`config.mk`:
```
export PLATFORM = sky130hd
export DESIGN_NAME = instr_encode
export DESIGN_NICKNAME = d
export VERILOG_FILES = /design/src/rtl/instr_encode.sv
export SDC_FILE = /design/constraint.sdc
export NUM_CORES = 1
export LEC_CHECK = 0
export CORE_MARGIN = 10
export CORE_UTILIZATION = 50
export CTS_CLUSTER_DIAMETER = 120
export DETAILED_ROUTE_END_ITERATION = 10
export DONT_BUFFER_PORTS = 1
export SKIP_CTS_REPAIR_TIMING = 1
export SYNTH_ARGS = -nofsm -noshare
export SYNTH_HDL_FRONTEND = slang
export SYNTH_SLANG_ARGS = --single-unit
```
`constraint.sdc`:
```
create_clock -name clk -period 4.6 [get_ports clk]
set_clock_uncertainty 0.1 [all_clocks]
set_input_delay 1.38 -clock clk [delete_from_list [all_inputs] [get_ports clk]]
set_output_delay 1.38 -clock clk [all_outputs]
set_load 0.03 [all_outputs]
```
`src/rtl/instr_encode.sv`:
```
// RV32I instruction encoder: turns an instruction description into a 32-bit machine word
// through a two-stage valid/ready pipeline, tagging each word with its instruction-memory index.
package instr_encode_pkg;
  localparam int REGISTER_DESCRIPTOR_WIDTH = 5;

  typedef enum logic [5:0] {
    INSTR_INVALID = 6'd0,
    INSTR_LUI, INSTR_AUIPC, INSTR_JAL, INSTR_JALR,
    INSTR_BEQ, INSTR_BNE, INSTR_BLT, INSTR_BGE, INSTR_BLTU, INSTR_BGEU,
    INSTR_LB, INSTR_LH, INSTR_LW, INSTR_LBU, INSTR_LHU,
    INSTR_SB, INSTR_SH, INSTR_SW,
    INSTR_ADDI, INSTR_SLTI, INSTR_SLTIU, INSTR_XORI, INSTR_ORI, INSTR_ANDI,
    INSTR_SLLI, INSTR_SRLI, INSTR_SRAI,
    INSTR_ADD, INSTR_SUB, INSTR_SLL, INSTR_SLT, INSTR_SLTU,
    INSTR_XOR, INSTR_SRL, INSTR_SRA, INSTR_OR, INSTR_AND,
    INSTR_FENCE, INSTR_FENCE_I, INSTR_ECALL, INSTR_EBREAK,
    INSTR_CSRRW, INSTR_CSRRS, INSTR_CSRRC, INSTR_CSRRWI, INSTR_CSRRSI, INSTR_CSRRCI
  } instr_kind_t;
endpackage

module instr_encode
  import instr_encode_pkg::*;
#(
  parameter int          ADDR_WIDTH = 10,
  parameter int          ERR_WIDTH  = 8,
  parameter logic [31:0] NOP_WORD   = 32'h0000_0013
) (
  input  logic                                 clk,
  input  logic                                 rst,
  input  logic                                 clear,
  input  logic                                 req_valid,
  output logic                                 req_ready,
  input  instr_kind_t                          req_kind,
  input  logic [REGISTER_DESCRIPTOR_WIDTH-1:0] req_rd,
  input  logic [REGISTER_DESCRIPTOR_WIDTH-1:0] req_rs1,
  input  logic [REGISTER_DESCRIPTOR_WIDTH-1:0] req_rs2,
  input  logic [31:0]                          req_imm,
  input  logic [11:0]                          req_csr,
  input  logic [3:0]                           req_pred,
  input  logic [3:0]                           req_succ,
  output logic                                 out_valid,
  input  logic                                 out_ready,
  output logic [31:0]                          out_word,
  output logic                                 out_err,
  output logic [ADDR_WIDTH-1:0]                out_addr,
  output logic [ERR_WIDTH-1:0]                 err_count
);

  localparam logic [6:0] OP_LUI    = 7'b0110111;
  localparam logic [6:0] OP_AUIPC  = 7'b0010111;
  localparam logic [6:0] OP_JAL    = 7'b1101111;
  localparam logic [6:0] OP_JALR   = 7'b1100111;
  localparam logic [6:0] OP_BRANCH = 7'b1100011;
  localparam logic [6:0] OP_LOAD   = 7'b0000011;
  localparam logic [6:0] OP_STORE  = 7'b0100011;
  localparam logic [6:0] OP_IMM    = 7'b0010011;
  localparam logic [6:0] OP_REG    = 7'b0110011;
  localparam logic [6:0] OP_MISC   = 7'b0001111;
  localparam logic [6:0] OP_SYSTEM = 7'b1110011;
  localparam logic [6:0] F7_ALT    = 7'b0100000;

  // Shifts-by-immediate share the R layout (shamt sits in the rs2 slot); CSR*I share CSR (zimm in rs1).
  typedef enum logic [3:0] {
    FMT_R, FMT_I, FMT_S, FMT_B, FMT_J, FMT_U, FMT_FENCE, FMT_CSR, FMT_FIXED, FMT_BAD
  } fmt_e;

  localparam int RW = REGISTER_DESCRIPTOR_WIDTH;

  logic              s1_valid_q, s1_valid_d;
  instr_kind_t       s1_kind_q;
  logic [RW-1:0]     s1_rd_q, s1_rs1_q, s1_rs2_q;
  logic [31:0]       s1_imm_q;
  logic [11:0]       s1_csr_q;
  logic [3:0]        s1_pred_q, s1_succ_q;

  logic              s2_valid_q, s2_valid_d;
  logic [31:0]       s2_word_q, s2_word_d;
  logic              s2_err_q, s2_err_d;
  logic [ADDR_WIDTH-1:0] out_addr_q, out_addr_d;
  logic [ERR_WIDTH-1:0]  err_count_q, err_count_d;

  logic s2_ready, s1_adv, req_fire, out_fire;

  fmt_e        fmt;
  logic [6:0]  opcode, funct7;
  logic [2:0]  funct3;
  logic [31:0] fixed_word, enc_word;
  logic        ok_i, ok_b, ok_j, ok_u;

  // Handshake: req_ready looks only at occupancy, out_ready and clear, never at req_valid.
  always_comb begin
    s2_ready  = !s2_valid_q || out_ready;
    s1_adv    = s1_valid_q && s2_ready;
    req_ready = (!s1_valid_q || s2_ready) && !clear;
    req_fire  = req_valid && req_ready;
    out_fire  = s2_valid_q && out_ready;

    s1_valid_d  = clear ? 1'b0 : (req_fire || (s1_valid_q && !s1_adv));
    s2_valid_d  = clear ? 1'b0 : (s1_adv || (s2_valid_q && !out_ready));
    out_addr_d  = clear ? '0 : (out_fire ? out_addr_q + ADDR_WIDTH'(1) : out_addr_q);
    err_count_d = err_count_q;
    if (clear) begin
      err_count_d = '0;
    end else if (out_fire && s2_err_q && (err_count_q != '1)) begin
      err_count_d = err_count_q + ERR_WIDTH'(1);
    end
  end

  // NOTE: every variable written here gets a default before the case so no latch is inferred.
  always_comb begin
    fmt        = FMT_BAD;
    opcode     = '0;
    funct3     = '0;
    funct7     = '0;
    fixed_word = '0;
    case (s1_kind_q)
      INSTR_LUI:     begin fmt = FMT_U; opcode = OP_LUI;   end
      INSTR_AUIPC:   begin fmt = FMT_U; opcode = OP_AUIPC; end
      INSTR_JAL:     begin fmt = FMT_J; opcode = OP_JAL;   end
      INSTR_JALR:    begin fmt = FMT_I; opcode = OP_JALR;  end
      INSTR_BEQ:     begin fmt = FMT_B; opcode = OP_BRANCH; funct3 = 3'b000; end
      INSTR_BNE:     begin fmt = FMT_B; opcode = OP_BRANCH; funct3 = 3'b001; end
      INSTR_BLT:     begin fmt = FMT_B; opcode = OP_BRANCH; funct3 = 3'b100; end
      INSTR_BGE:     begin fmt = FMT_B; opcode = OP_BRANCH; funct3 = 3'b101; end
      INSTR_BLTU:    begin fmt = FMT_B; opcode = OP_BRANCH; funct3 = 3'b110; end
      INSTR_BGEU:    begin fmt = FMT_B; opcode = OP_BRANCH; funct3 = 3'b111; end
      INSTR_LB:      begin fmt = FMT_I; opcode = OP_LOAD;  funct3 = 3'b000; end
      INSTR_LH:      begin fmt = FMT_I; opcode = OP_LOAD;  funct3 = 3'b001; end
      INSTR_LW:      begin fmt = FMT_I; opcode = OP_LOAD;  funct3 = 3'b010; end
      INSTR_LBU:     begin fmt = FMT_I; opcode = OP_LOAD;  funct3 = 3'b100; end
      INSTR_LHU:     begin fmt = FMT_I; opcode = OP_LOAD;  funct3 = 3'b101; end
      INSTR_SB:      begin fmt = FMT_S; opcode = OP_STORE; funct3 = 3'b000; end
      INSTR_SH:      begin fmt = FMT_S; opcode = OP_STORE; funct3 = 3'b001; end
      INSTR_SW:      begin fmt = FMT_S; opcode = OP_STORE; funct3 = 3'b010; end
      INSTR_ADDI:    begin fmt = FMT_I; opcode = OP_IMM;   funct3 = 3'b000; end
      INSTR_SLTI:    begin fmt = FMT_I; opcode = OP_IMM;   funct3 = 3'b010; end
      INSTR_SLTIU:   begin fmt = FMT_I; opcode = OP_IMM;   funct3 = 3'b011; end
      INSTR_XORI:    begin fmt = FMT_I; opcode = OP_IMM;   funct3 = 3'b100; end
      INSTR_ORI:     begin fmt = FMT_I; opcode = OP_IMM;   funct3 = 3'b110; end
      INSTR_ANDI:    begin fmt = FMT_I; opcode = OP_IMM;   funct3 = 3'b111; end
      INSTR_SLLI:    begin fmt = FMT_R; opcode = OP_IMM;   funct3 = 3'b001; end
      INSTR_SRLI:    begin fmt = FMT_R; opcode = OP_IMM;   funct3 = 3'b101; end
      INSTR_SRAI:    begin fmt = FMT_R; opcode = OP_IMM;   funct3 = 3'b101; funct7 = F7_ALT; end
      INSTR_ADD:     begin fmt = FMT_R; opcode = OP_REG;   funct3 = 3'b000; end
      INSTR_SUB:     begin fmt = FMT_R; opcode = OP_REG;   funct3 = 3'b000; funct7 = F7_ALT; end
      INSTR_SLL:     begin fmt = FMT_R; opcode = OP_REG;   funct3 = 3'b001; end
      INSTR_SLT:     begin fmt = FMT_R; opcode = OP_REG;   funct3 = 3'b010; end
      INSTR_SLTU:    begin fmt = FMT_R; opcode = OP_REG;   funct3 = 3'b011; end
      INSTR_XOR:     begin fmt = FMT_R; opcode = OP_REG;   funct3 = 3'b100; end
      INSTR_SRL:     begin fmt = FMT_R; opcode = OP_REG;   funct3 = 3'b101; end
      INSTR_SRA:     begin fmt = FMT_R; opcode = OP_REG;   funct3 = 3'b101; funct7 = F7_ALT; end
      INSTR_OR:      begin fmt = FMT_R; opcode = OP_REG;   funct3 = 3'b110; end
      INSTR_AND:     begin fmt = FMT_R; opcode = OP_REG;   funct3 = 3'b111; end
      INSTR_FENCE:   begin fmt = FMT_FENCE; opcode = OP_MISC; end
      INSTR_FENCE_I: begin fmt = FMT_FIXED; fixed_word = 32'h0000_100F; end
      INSTR_ECALL:   begin fmt = FMT_FIXED; fixed_word = 32'h0000_0073; end
      INSTR_EBREAK:  begin fmt = FMT_FIXED; fixed_word = 32'h0010_0073; end
      INSTR_CSRRW:   begin fmt = FMT_CSR; opcode = OP_SYSTEM; funct3 = 3'b001; end
      INSTR_CSRRS:   begin fmt = FMT_CSR; opcode = OP_SYSTEM; funct3 = 3'b010; end
      INSTR_CSRRC:   begin fmt = FMT_CSR; opcode = OP_SYSTEM; funct3 = 3'b011; end
      INSTR_CSRRWI:  begin fmt = FMT_CSR; opcode = OP_SYSTEM; funct3 = 3'b101; end
      INSTR_CSRRSI:  begin fmt = FMT_CSR; opcode = OP_SYSTEM; funct3 = 3'b110; end
      INSTR_CSRRCI:  begin fmt = FMT_CSR; opcode = OP_SYSTEM; funct3 = 3'b111; end
      default:       fmt = FMT_BAD;
    endcase
  end

  // Range checks: the bits above each field must be a pure sign extension of it.
  always_comb begin
    ok_i = (s1_imm_q[31:11] == '0) || (s1_imm_q[31:11] == '1);
    ok_b = ((s1_imm_q[31:12] == '0) || (s1_imm_q[31:12] == '1)) && !s1_imm_q[0];
    ok_j = ((s1_imm_q[31:20] == '0) || (s1_imm_q[31:20] == '1)) && !s1_imm_q[0];
    ok_u = (s1_imm_q[31:20] == '0);

    enc_word = '0;
    s2_err_d = 1'b0;
    case (fmt)
      FMT_R: enc_word = {funct7, s1_rs2_q, s1_rs1_q, funct3, s1_rd_q, opcode};
      FMT_I: begin
        enc_word = {s1_imm_q[11:0], s1_rs1_q, funct3, s1_rd_q, opcode};
        s2_err_d = !ok_i;
      end
      FMT_S: begin
        enc_word = {s1_imm_q[11:5], s1_rs2_q, s1_rs1_q, funct3, s1_imm_q[4:0], opcode};
        s2_err_d = !ok_i;
      end
      FMT_B: begin
        enc_word = {s1_imm_q[12], s1_imm_q[10:5], s1_rs2_q, s1_rs1_q, funct3,
                    s1_imm_q[4:1], s1_imm_q[11], opcode};
        s2_err_d = !ok_b;
      end
      FMT_J: begin
        enc_word = {s1_imm_q[20], s1_imm_q[10:1], s1_imm_q[11], s1_imm_q[19:12], s1_rd_q, opcode};
        s2_err_d = !ok_j;
      end
      FMT_U: begin
        enc_word = {s1_imm_q[19:0], s1_rd_q, opcode};
        s2_err_d = !ok_u;
      end
      FMT_FENCE: enc_word = {4'b0000, s1_pred_q, s1_succ_q, 5'd0, 3'b000, 5'd0, opcode};
      FMT_CSR:   enc_word = {s1_csr_q, s1_rs1_q, funct3, s1_rd_q, opcode};
      FMT_FIXED: enc_word = fixed_word;
      default:   s2_err_d = 1'b1;
    endcase
    s2_word_d = s2_err_d ? NOP_WORD : enc_word;
  end

  // NOTE: sequential state uses non-blocking assignments so every flop samples pre-edge values.
  always_ff @(posedge clk or posedge rst) begin
    if (rst) begin
      s1_valid_q  <= 1'b0;
      s2_valid_q  <= 1'b0;
      s2_word_q   <= '0;
      s2_err_q    <= 1'b0;
      out_addr_q  <= '0;
      err_count_q <= '0;
    end else begin
      s1_valid_q  <= s1_valid_d;
      s2_valid_q  <= s2_valid_d;
      out_addr_q  <= out_addr_d;
      err_count_q <= err_count_d;
      if (s1_adv && !clear) begin
        s2_word_q <= s2_word_d;
        s2_err_q  <= s2_err_d;
      end
    end
  end

  // NOTE: the S1 payload is qualified by s1_valid_q, so it needs no reset and saves reset routing.
  always_ff @(posedge clk) begin
    if (req_fire) begin
      s1_kind_q <= req_kind;
      s1_rd_q   <= req_rd;
      s1_rs1_q  <= req_rs1;
      s1_rs2_q  <= req_rs2;
      s1_imm_q  <= req_imm;
      s1_csr_q  <= req_csr;
      s1_pred_q <= req_pred;
      s1_succ_q <= req_succ;
    end
  end

  assign out_valid = s2_valid_q;
  assign out_word  = s2_word_q;
  assign out_err   = s2_err_q;
  assign out_addr  = out_addr_q;
  assign err_count = err_count_q;

endmodule

```
Yosys cells after proc, flatten, opt, wreduce, memory -nomap -nowiden. Cells that the tools add are included.

Flip-flop bits (word level): 126. Word-level logic and storage cells: 143.

Add/sub/neg operators: 2. Eq/ne operators: 59. Multiplexer cells: 14. Reduce and logical (&&, ||, !) cells: 54.

Operators by type and width (count): 32-bit case mux with 9 select lines (1); 6-bit by 5-bit equality test with 1-bit output, second input constant (16); 6-bit equality test, second input constant (16); 7-bit case mux with 11 select lines (1); 21-bit case mux with 3 select lines (1); 6-bit by 4-bit equality test with 1-bit output, second input constant (8); 4-bit case mux with 9 select lines (1); 32-bit 2-to-1 mux (1); 6-bit by 3-bit equality test with 1-bit output, second input constant (4); 21-bit equality test, second input constant (1); 21-bit logical NOT (1); 3-bit case mux with 7 select lines (1); 20-bit equality test, second input constant (1); 20-bit logical NOT (1); 10-bit 2-to-1 mux (2); 6-bit OR reduction (3); 4-bit by 3-bit equality test with 1-bit output, second input constant (4); 8-bit 2-to-1 mux (2); 4-bit OR reduction (4); 13-bit OR reduction (1); 12-bit equality test, second input constant (1); 6-bit by 2-bit equality test with 1-bit output, second input constant (2); 12-bit logical NOT (1); 12-bit OR reduction (1); 21 further kinds (54).

Depth between registers and ports, before layout.
Word-level depth: 7. Gate-level depth with buffers: 9.

Worst setup path before layout. Ideal clock, no wire load.

Path kind: input -> register. Start point: input port out_ready. End point: register s1_csr_q[0], enable pin. Arrival: 3.809 ns. Slack: 0.253 ns. Cell stages on the path: 3. Cell sequence: nor2b_1 > a21oi_1 > and2_1.

Cells in the longest elaborated chain, start to end: 4.

Ends and longest elaborated chain: start, declared (line 42) `input logic out_ready,`; 1-bit logical OR (line 92) `s2_ready = !s2_valid_q || out_ready;`; 1-bit logical OR (line 94) `req_ready = (!s1_valid_q || s2_ready) && !clear;`; 1-bit logical AND (line 94); via req_ready (line 32) `output logic req_ready,`; 1-bit logical AND (line 95) `req_fire = req_valid && req_ready;`; via req_fire (line 82) `logic s2_ready, s1_adv, req_fire, out_fire;`; end signal, assigned (line 237) `s1_csr_q <= req_csr;`; end, declared (line 73) `logic [11:0] s1_csr_q;`.

The timed path passes the listed nets, and every way through them passes these cells. A chain may end at the register's enable or synchronous reset.

Worst setup path in the final report.
Start point: input port out_ready. End point: output port req_ready.

Cells in the longest elaborated chain, start to end: 3.

Ends and longest elaborated chain (line): 1-bit logical OR (92); 1-bit logical OR (94); 1-bit logical AND (94); end, declared (32).

No other way between the ends.

==> impl_metrics.ini <==
[timing]
post-route-min-period_ns = 3.58
fmaxAchievable_mhz = 279
final-hold-violation-count = 0
finalSetupViolCount = 0
setup_tns_ns = 0
rsz0062_at_grt = no
slew_viol_final = 0
fin_crit_sh_pct = 77.9
setup_ws_ns = 1.02
tightest_slew_ns = 1.03
relSlewSlack_pct = 29.4

[detailed_routing]
ant_nets = 0
firstDrtPassIters = 5
routed_wl_um = 14900
num_vias = 4153
drc_errors = 0
routedWlPerCell_um = 22.5
vias_per_cell = 6.27
drt_iter0_drc = 449

[clocking]
clock_latency_ns = 0.42
clock-sinks = 125
cts_tree = done
cts.htree.levels = 4
cts_root_buf = clkbuf_16
clock_path_buffers = 2
cts.clk_slew.worst_paths_ns = 0.05
cts_buffers = 17

[global_route]
grt_pass1_vias = 4099
antenna_found_initial = 0
grt_start_max_net_pins = 74
track_usage_pct = 18.4
grt-ovfl-total = 0
grt_pass1_wl_um = 23300

[synth]
synthAdderAreaFrac_pct = 0.603
async_reset_ff_share_pct = 41.6
syn-num-nets = 595
ys_ff_latch = 125
yosys_warnings = 0
synthMuxAreaShare_pct = 0.689
synth_cell_types = 61
ys_seq_area_share_pct = 60.1
synth_xor_area_share_pct = 2.71
synth_top_area_share_pct = 37.7
yosys.area_share.simple_pct = 14.6
synth_edf_count = 73
synthesis.instances = 515
synth_compound_area_share_pct = 17.6
synthesis.area_mm2 = 0.00581
synth_area_per_cell_um2 = 11.3
netlist_top_cells_area = edfxtp_1, dfrtp_1, a222oi_1
synthFlopType = edfxtp_1
synth_top_family_by_area = compound AO/OA/AOI/OAI gates
synth_largest_area_cell = edfxtp_1

[setup_path]
cp-start-kind = primary input
end_kind = output pin
cp.arrival_ns = 2.10
crit_required_ns = 3.12
slowest_stage = a21oi_1
critPathBufInv = 0
cp_cell_sequence = nor2b_1 > a21oi_1
path_class = primary input to output pin
max_stage_delay_ns = 0.66
cp_max_fo = 5
critical_path.top_delay_family = compound AO/OA/AOI/OAI gates

[floorplanning]
io-pin-count = 131
dieArea_mm2 = 0.0163
fp.dieH_um = 128
coreArea_mm2 = 0.0114
initial_core_util_pct = 50.9
die_w_um = 128
rows = 39

[placed_design]
routabilityCongestion = 0.897
io_buffer_count = 0
dp_hpwl_um = 10600
dp_cells = 630
place_ws_ns = 1.03

[cells_and_area]
nFillCells = 961
final_nets = 586
multi_input_area_mm2 = 0.00211
seq_area_mm2 = 0.00349
finalNonFillerCells = 662
syn_to_final_growth_pct = 12.7
drive_gt1_share_pct = 9.85

[run]
cap_violations = 0

[pwr]
leakage_nw = 2.48
peakVddDrop_v = 0.000387
powerDensity_mw_per_mm2 = 465

[hold_path]
hold_path.class = register to register

[outcome]
status = finished, final reports clean
==> registers in the layout, summed over array words and instances, names as in the netlist, 5 cells and up <==
register and count:
s1_imm_q 32, out_word 31, s1_csr_q 12, out_addr 10
err_count 8, s1_kind_q 6, s1_rd_q 5, s1_rs1_q 5
s1_rs2_q 5
==> metal layers <==
metal	track usage (%)	part of all wire, %
met5	0	0
met3	8.81	11
met1	22.8	41
met4	7.48	2.0
met2	26.9	46
==> layout make-up <==
class / instances / area share (%)
clock buffer: 17 / 6.50
multi-input combinational: 343 / 32.2
timing repair buffer: 8 / 0.917
clock inverter: 14 / 3.67
inverter: 11 / 0.630
sequential: 125 / 53.3
antenna: 1 / 0.0382
tap: 143 / 2.73
==> path summary, 6_finish.rpt <==
check                                        from                       end  slack, ns  depth (start not counted)
hold reg to reg              s1_rd_q[1]$_DFFE_PP_   out_word[8]$_DFFE_PP0P_       0.43                          2
setup / recovery                        out_ready                 req_ready       1.02                          2
min in group asynchronous                     rst  out_word[18]$_DFFE_PP0P_       1.01                          1
setup reg to reg           s1_kind_q[4]$_DFFE_PP_   out_word[6]$_DFFE_PP0P_       1.27                          7
max in group asynchronous                     rst   out_word[5]$_DFFE_PP0P_       2.73                          1
hold / removal               s1_rd_q[1]$_DFFE_PP_   out_word[8]$_DFFE_PP0P_       0.43                          2
==> stage by stage <==
| stage | utilization [%] | total power [mW] | hold slack [ns] | cell area (µm²) |
|---|---|---|---|---|
| 6_report | 57.4 | 3.04 | 0.432 | 6550 |
| 5_1_grt | 57.3 | 3.15 | 0.463 | 6550 |
| 4_1_cts | 57.3 | 3.07 | 0.433 | 6550 |
| 3_5_place_dp | 51.5 | 1.57 | 0.417 | 5880 |
| 3_3_place_gp | 51.5 | 1.56 | 0.407 | 5880 |
| 2_1_floorplan | - | 1.51 | 0.384 | 5810 |
==> where the power goes <==
part	internal, mW	leakage, nW	switching [mW]
combinational	0.0588	0.769	0.101
sequential	1.26	1.39	0.125
clock	1.01	0.323	0.485
total	2.33	2.48	0.711
==> Yosys cell counts (10+ instances only) <==
master / number
a222oi_1: 18
o21ai_0: 27
nand2_1: 47
nor2_1: 43
o21ai_1: 29
nand2b_1: 13
edfxtp_1: 73
clkbuf_1: 12
inv_1: 11
buf_2: 16
xor2_1: 10
a21oi_1: 21
nor2b_1: 10
dfrtp_1: 52
==> placed cells by master (no fill, tap or decap), types with 9 or more instances in the layout <==
| master | count |
|---|---|
| nand2b_1 | 13 |
| nand2_1 | 47 |
| xor2_1 | 10 |
| a222oi_1 | 18 |
| inv_1 | 10 |
| nor2_1 | 43 |
| nand4_1 | 9 |
| o21ai_1 | 29 |
| a21oi_1 | 21 |
| a22oi_1 | 9 |
| dfrtp_1 | 52 |
| clkbuf_16 | 17 |
| nor2b_1 | 10 |
| edfxtp_1 | 73 |
| and3_1 | 9 |
| o21ai_0 | 27 |
==> cells by family (layout without fill, tap and decap cells) <==
| family | count (synthesis) | count (layout) |
|---|---|---|
| xor gates and xnor gates | 18 | 18 |
| AOI/OAI and AO/OA | 149 | 149 |
| other | 0 | 1 |
| buffers and inverters | 47 | 50 |
| muxes | 4 | 4 |
| and+or+nand+nor | 169 | 169 |
| DFF | 125 | 125 |
| adders and majority gates | 3 | 3 |
==> tightest hold or removal path, cell delays in order (launching register included) <==
cell and delay, ns:
edfxtp_1 0.32, a22oi_1 0.06, o21ai_1 0.11
(Power assumes the default switching activity.)
